===== config.mk =====
export PLATFORM = sky130hd
export DESIGN_NAME = channel_sampler_multi
export DESIGN_NICKNAME = d
export VERILOG_FILES = /design/src/rtl/la_pkg.sv /design/src/rtl/la_sync_bit.sv /design/src/rtl/channel_sampler_multi.sv
export SDC_FILE = /design/constraint.sdc
export NUM_CORES = 1
export LEC_CHECK = 0
export ABC_AREA = 1
export BUFFER_PORTS_ARGS = -buffer_cell sky130_fd_sc_hd__clkbuf_2
export CORE_MARGIN = 10
export CORE_UTILIZATION = 40
export DETAILED_ROUTE_END_ITERATION = 7
export SYNTH_ARGS = -nofsm -noshare
export SYNTH_HDL_FRONTEND = slang
export SYNTH_SLANG_ARGS = --single-unit

===== constraint.sdc =====
create_clock -name clk -period 1.3 [get_ports clk]
set_input_delay 0.13 -clock clk [delete_from_list [all_inputs] [get_ports clk]]
set_output_delay 0.13 -clock clk [all_outputs]
set_load 0.1 [all_outputs]

===== src/rtl/la_pkg.sv =====
// la_pkg: shared sample types for the logic-analyser front end
package la_pkg;
  typedef struct packed {
    logic h;
    logic l;
  } smpl2_t;
  localparam int SMPL_W_DEFAULT = 8;
endpackage


===== src/rtl/la_sync_bit.sv =====
// la_sync_bit: multi-flop metastability synchroniser for one asynchronous bit
module la_sync_bit #(
  parameter int SYNC_STAGES = 2
) (
  input  logic clk,
  input  logic rst,
  input  logic d_i,
  output logic q_o
);
  logic [SYNC_STAGES-1:0] sync_q;
  always_ff @(posedge clk) begin
    if (rst) sync_q <= '0;
    else sync_q <= {sync_q[SYNC_STAGES-2:0], d_i};
  end
  assign q_o = sync_q[SYNC_STAGES-1];
endmodule


===== src/rtl/channel_sampler_multi.sv =====
// channel_sampler_multi: per-channel H/L synchronisation, sample history and word packing
module channel_sampler_multi
  import la_pkg::*;
#(
  parameter int NUM_CH         = 5,
  parameter int SYNC_STAGES    = 2,
  parameter int SMPLS_PER_WORD = 4
) (
  input  logic                           clk,
  input  logic                           rst,
  input  logic                           smpl_en,
  input  logic                           capture_en,
  input  logic                           packed_mode,
  input  logic [NUM_CH-1:0]              CH_H,
  input  logic [NUM_CH-1:0]              CH_L,
  output logic [NUM_CH-1:0]              CH_Htrig,
  output logic [NUM_CH-1:0]              CH_Ltrig,
  output logic [NUM_CH*2*SMPLS_PER_WORD-1:0] smpl,
  output logic                           smpl_vld
);
  localparam int W = 2 * SMPLS_PER_WORD;
  localparam int SLOT_W = SMPLS_PER_WORD > 1 ? $clog2(SMPLS_PER_WORD) : 1;
  logic [NUM_CH-1:0] h_s, l_s;
  logic [NUM_CH*W-1:0] hist_q, hist_d, smpl_q;
  logic [SLOT_W-1:0] slot_q, slot_d, slot_b;
  logic pm_q, pend_q, pend_d, vld_q, mode_chg, wrap;
  // History is kept directly in word format: newest entry in the MSBs, oldest in bits [1:0]
  for (genvar c = 0; c < NUM_CH; c++) begin : g_ch
    smpl2_t new_s;
    la_sync_bit #(.SYNC_STAGES(SYNC_STAGES)) u_sync_h (.clk(clk), .rst(rst), .d_i(CH_H[c]), .q_o(h_s[c]));
    la_sync_bit #(.SYNC_STAGES(SYNC_STAGES)) u_sync_l (.clk(clk), .rst(rst), .d_i(CH_L[c]), .q_o(l_s[c]));
    assign new_s = '{h: h_s[c], l: l_s[c]};
    if (SMPLS_PER_WORD == 1) begin : g_one
      assign hist_d[c*W +: W] = new_s;
    end else begin : g_shift
      assign hist_d[c*W +: W] = {new_s, hist_q[c*W+2 +: W-2]};
    end
    assign CH_Htrig[c] = hist_q[c*W+1];
    assign CH_Ltrig[c] = hist_q[c*W];
  end
  always_comb begin
    mode_chg = capture_en & (packed_mode != pm_q);
    slot_b   = mode_chg ? '0 : slot_q;
    wrap     = slot_b == SLOT_W'(SMPLS_PER_WORD - 1);
    slot_d   = !capture_en ? '0 : (smpl_en & packed_mode) ? (wrap ? '0 : slot_b + 1'b1) : slot_b;
    pend_d   = capture_en & smpl_en & (!packed_mode | wrap);
  end
  // Words are taken from the history one clk after the strobe that completed them
  always_ff @(posedge clk) begin
    if (rst) begin
      hist_q <= '0;
      slot_q <= '0;
      pm_q   <= 1'b0;
      pend_q <= 1'b0;
      vld_q  <= 1'b0;
      smpl_q <= '0;
    end else begin
      if (smpl_en) hist_q <= hist_d;
      slot_q <= slot_d;
      pm_q   <= packed_mode;
      pend_q <= pend_d;
      vld_q  <= pend_q;
      if (pend_q) smpl_q <= hist_q;
    end
  end
  assign smpl     = smpl_q;
  assign smpl_vld = vld_q;
endmodule


# [After elaboration in Yosys (flattened, before gate mapping)]
# Cells that the tools add are included.
# W data, S select, Z words.
[totals] register_bits=105 word_cells=30 in_bits=15
[op_classes] n_reduce_logical=2 eq_ne=2 n_addsub=1 muxes=3 bitwise_logic=6
[op_table] op="$mux W2" n=3
[op_table] op="$and A1 B1 Y1" n=4
[op_table] op="$add A2 B1 Y2 const B" n=1
[op_table] op="$eq A2 B2 Y1 const B" n=1
[op_table] op="$reduce_or A2 Y1" n=1
[op_table] op="$logic_not A1 Y1" n=1
[op_table] op="$ne A1 B1 Y1" n=1
[op_table] op="$not A1 Y1" n=1
[op_table] op="$or A1 B1 Y1" n=1

# [Depth between registers and ports, before layout]
[depth] ltp_word=6 ltp_mapped=8 depth_no_buf=8

# [Hierarchy]
# A second synthesis with hierarchy kept.
[hier_totals] cells_unflattened=444 hier_area_um2=3608.5
[modules_own_cells] module="channel_sampler_multi" instances=1 cells_per_inst=384 seq_area_each_um2=1701.6 area_each_um2=3057.9
[modules_own_cells] module="la_sync_bit" instances=10 cells_per_inst=6 seq_area_each_um2=40.0 area_each_um2=55.1

# [Worst setup path after synthesis]
# OpenSTA, ideal clock, no wires.
[synth_path] kind="register -> register" start="register, netlist name smpl[0]" end="register smpl_q[0] (netlist: smpl[0])" path_stages_with_launch=3 arrival_ns=1.173 period_less_slack_ns=1.240 setup_ns=0.067 setup_slack_ns=0.060 path_cell_list="dfxtp_1 > o21ai_0 > nor2_1"
[synth_lines] element="end signal, assigned" line_no="channel_sampler_multi.sv:63" text="if (pend_q) smpl_q <= hist_q;"
[synth_lines] element="end, declared" line_no="channel_sampler_multi.sv:24" text="logic [NUM_CH*W-1:0] hist_q, hist_d, smpl_q;"

# [Worst setup path after layout]
[layout_path] start="register pm_q" end="register slot_q[1]"
[layout_via] elab_chain_cells=6
[layout_lines] element="start, declared" line_no="channel_sampler_multi.sv:26" text="logic pm_q, pend_q, pend_d, vld_q, mode_chg, wrap;"
[layout_lines] element="start signal, assigned" line_no="channel_sampler_multi.sv:60" text="pm_q <= packed_mode;"
[layout_lines] element="$ne A1 B1 Y1 (*)" line_no="channel_sampler_multi.sv:42" text="mode_chg = capture_en & (packed_mode != pm_q);"
[layout_lines] element="$and A1 B1 Y1 (*)" line_no="channel_sampler_multi.sv:42"
[layout_lines] element="$mux W2 (*)" line_no="channel_sampler_multi.sv:43" text="slot_b = mode_chg ? '0 : slot_q;"
[layout_lines] element="$add A2 B1 Y2 / $eq A2 B2 Y1 (equally long branches)" line_no="channel_sampler_multi.sv:45, channel_sampler_multi.sv:44"
[layout_lines] element="$mux W2" line_no="channel_sampler_multi.sv:45" text="slot_d = !capture_en ? '0 : (smpl_en & packed_mode) ? (wrap ? '0 : slot_b + 1'b1) : slot_b;"
[layout_lines] element="$mux W2 (*)" line_no="channel_sampler_multi.sv:45"
[layout_lines] element="end signal, assigned" line_no="channel_sampler_multi.sv:59" text="slot_q <= slot_d;"
[layout_lines] element="end, declared" line_no="channel_sampler_multi.sv:25" text="logic [SLOT_W-1:0] slot_q, slot_d, slot_b;"
# Mark *: on every way between the ends. The rest lies on a longest branch, timed or not.
# A chain may end at the register's enable or synchronous reset.

==> impl_metrics.json <==
{
  "ys_seq_area_share_pct": 58.8,
  "holdPathEnd": "pm_q$_SDFF_PP0_",
  "drive_above_1_share_pct": 18.0,
  "final_util_pct": 50.3,
  "port_buffers": 65,
  "slew_violations": 0,
  "cts_max_level": 3,
  "p_leak_uw": 0.00212,
  "die_w_um": 115,
  "worst_ep_arrival_time_ns": 1.46,
  "irDropWorstVdd_v": 0.000626,
  "rr_worst_depth": 8,
  "rsz0062_at_grt": "no",
  "cap_viol_max_count": 0,
  "critical_path_class": "reg2reg",
  "initial_utilization_pct": 41.0,
  "synth_xor_xnor_area_share_pct": 0,
  "synth_cell_types": 15,
  "syn-num-nets": 464,
  "hp-start": "packed_mode",
  "coreArea_mm2": 0.00872,
  "synth_compound_area_share_pct": 11.8,
  "avgRoutedWirePerCell_um": 12.6,
  "cts_tree": "done",
  "antenna_found_initial": 0,
  "grt_pass1_wl_um": 13100,
  "grt_max_degree": 81,
  "dieArea_mm2": 0.0131,
  "grt_pass1_vias": 2788,
  "finClkSkew_ns": 0.00889,
  "muxShareOfSynthArea_pct": 0,
  "critPathRequiredTime_ns": 1.55,
  "overflow": 0,
  "avgSynthCellArea_um2": 7.98,
  "track_usage_pct": 12.1,
  "clock-sinks": 105,
  "dr.pass1.iters": 4,
  "worst_pin_slew_ns": 0.700,
  "ant_nets": 0,
  "wl_um": 7770,
  "cts_buffer_depth": 2,
  "clkSlewWorstSetupHoldPaths_ns": 0.09,
  "r2r_start": "pm_q$_SDFF_PP0_",
  "yosysWarningCount": 0,
  "hold_ws_ns": 0.0528,
  "fmax_mhz": 825,
  "synth-seq-cells": 105,
  "synthAdderAreaFrac_pct": 0.350,
  "place.gp.congestion": 0.708,
  "status": "complete, no violations",
  "synth_top_family_by_area": "simple AND/OR/NAND/NOR gates",
  "final_hold_viol_count": 0,
  "clock_latency_ns": 0.35,
  "first_iter_violations": 159,
  "syn-instance-count": 448,
  "die_h_um": 115,
  "vias": 2879,
  "timing.rr.end": "slot_q[1]$_SDFF_PP0_",
  "ioPinCount": 66,
  "synthesis.area_mm2": 0.00357,
  "power_per_cell_area_mw_per_mm2": 1490,
  "post-route-period-util_pct": 93.2,
  "diodes": 0,
  "hold_path.class": "in2reg",
  "nets": 522,
  "start_kind": "flop",
  "relSlewSlack_pct": 53.2,
  "hpwl_um": 4830,
  "holdPathStages": 3,
  "synthSimpleGateAreaFrac_pct": 20.2,
  "reg2reg_slack_ns": 0.09,
  "period_minus_slack_ns": 1.21,
  "num_rows": 34,
  "path_max_fanout": 3,
  "end_kind": "flop",
  "routed_via_density": 4.65,
  "cts-root-buf": "clkbuf_8",
  "drc_errors": 0,
  "area_growth_pct": 22.8,
  "cts_buffers": 9,
  "setup_violations": 0,
  "fin_tns_setup_ns": 0,
  "final.fill_count": 870
}
-- placed cells by master (no fill, tap or decap), types with 3 or more instances in the layout --
| master | count |
|---|---|
| buf_12 | 3 |
| buf_4 | 55 |
| clkbuf_2 | 14 |
| clkbuf_8 | 9 |
| dfxtp_1 | 104 |
| dlygate4sd3_1 | 11 |
| inv_1 | 27 |
| nand2_1 | 5 |
| nor2_1 | 184 |
| o21ai_0 | 61 |
| o21ai_1 | 21 |
-- repair_timing --
action / CTS / global route
buffers inserted: 1 / 0
hold buffers: 11 / 0
hold endpoints to repair: 11 / 0
gates resized for setup: 1 / 3
setup endpoints to repair: 1 / 1
pin swaps: 1 / 1
-- Yosys cell counts --
master	n	area [um2]
buf_4	10	75.1
a21oi_1	2	10.0
ha_1	1	12.5
dfxtp_1	105	2100
nand3_1	2	10.0
nor2_1	184	691
o21ai_1	20	100
inv_2	2	7.51
nand2_1	6	22.5
clkbuf_2	3	15.0
clkbuf_1	1	3.75
buf_2	22	110
clkinv_1	1	3.75
inv_1	27	101
o21ai_0	62	310
-- sequential cells by signal, summed over array words and instances (netlist names) --
register and flops:
pm_q 1, g_ch.u_sync_l.sync_q 10, slot_q 2, smpl 40, g_ch.u_sync_h.sync_q 10, hist_q 40
smpl_vld 1, pend_q 1
-- cell families (layout without fill, tap and decap cells) --
group                      after synthesis  after routing
buffers and inverters                   66            129
adders and majority gates                1              1
and+or+nand+nor                        192            192
DFF                                    105            105
AOI/OAI and AO/OA                       84             84
-- stage by stage --
step	power, uW	instances	setup WS (ns)	area (um2)
floorplan	4240	448	0.0599	3570
global placement	4410	591	0.108	4040
detailed placement	4420	591	0.0105	4040
CTS	6610	619	0.0280	4380
global route	6820	619	0.0109	4390
finish	6540	619	0.0878	4390
-- how the worst max path moves through the flow --
stage | from | to | cells after the start
after floorplan | smpl[0]$_SDFFE_PP0P_ | smpl[0]$_SDFFE_PP0P_ | 2
after global placement | pm_q$_SDFF_PP0_ | slot_q[1]$_SDFF_PP0_ | 8
after detailed placement | pm_q$_SDFF_PP0_ | slot_q[1]$_SDFF_PP0_ | 8
after CTS | pm_q$_SDFF_PP0_ | slot_q[1]$_SDFF_PP0_ | 8
after global routing | pm_q$_SDFF_PP0_ | slot_q[1]$_SDFF_PP0_ | 8
final | pm_q$_SDFF_PP0_ | slot_q[1]$_SDFF_PP0_ | 8
-- layout make-up --
type / instances / area (um2) / area share (%)
flip-flops and latches: 105 / 2100 / 47.9
multi-input cells: 277 / 1160 / 26.5
repair buffers: 83 / 653 / 14.9
well taps: 108 / 135 / 3.08
clock buffers: 10 / 128 / 2.91
inverters: 30 / 113 / 2.57
clock inverters: 6 / 92.6 / 2.11
-- metal layers --
layer  global-route usage (%)  vias to the layer above  wire length, um
met5                        0                        -                0
met4                     5.51                        0              121
met3                     3.67                       12              505
met2                     19.7                       65             3550
met1                     14.3                     1307             3590
li1                         -                     1495                -
-- report_power, final --
group	switching, uW	leakage [uW]	internal [uW]	total, uW
Clock	1080	0.000103	1090	2170
Sequential	87.6	0.000862	3370	3460
Combinational	695	0.00116	223	918
Total	1860	0.00212	4680	6540
-- critical path: stages (launching register included) --
cell and delay [ns]:
dfxtp_2 0.34, inv_1 0.04, nand2_1 0.07, nand3_2 0.09, nand2_2 0.09, inv_1 0.04, ha_1 0.28, o21ai_1 0.11
a21oi_1 0.05
Note: power is estimated with default switching activity, not from simulation.
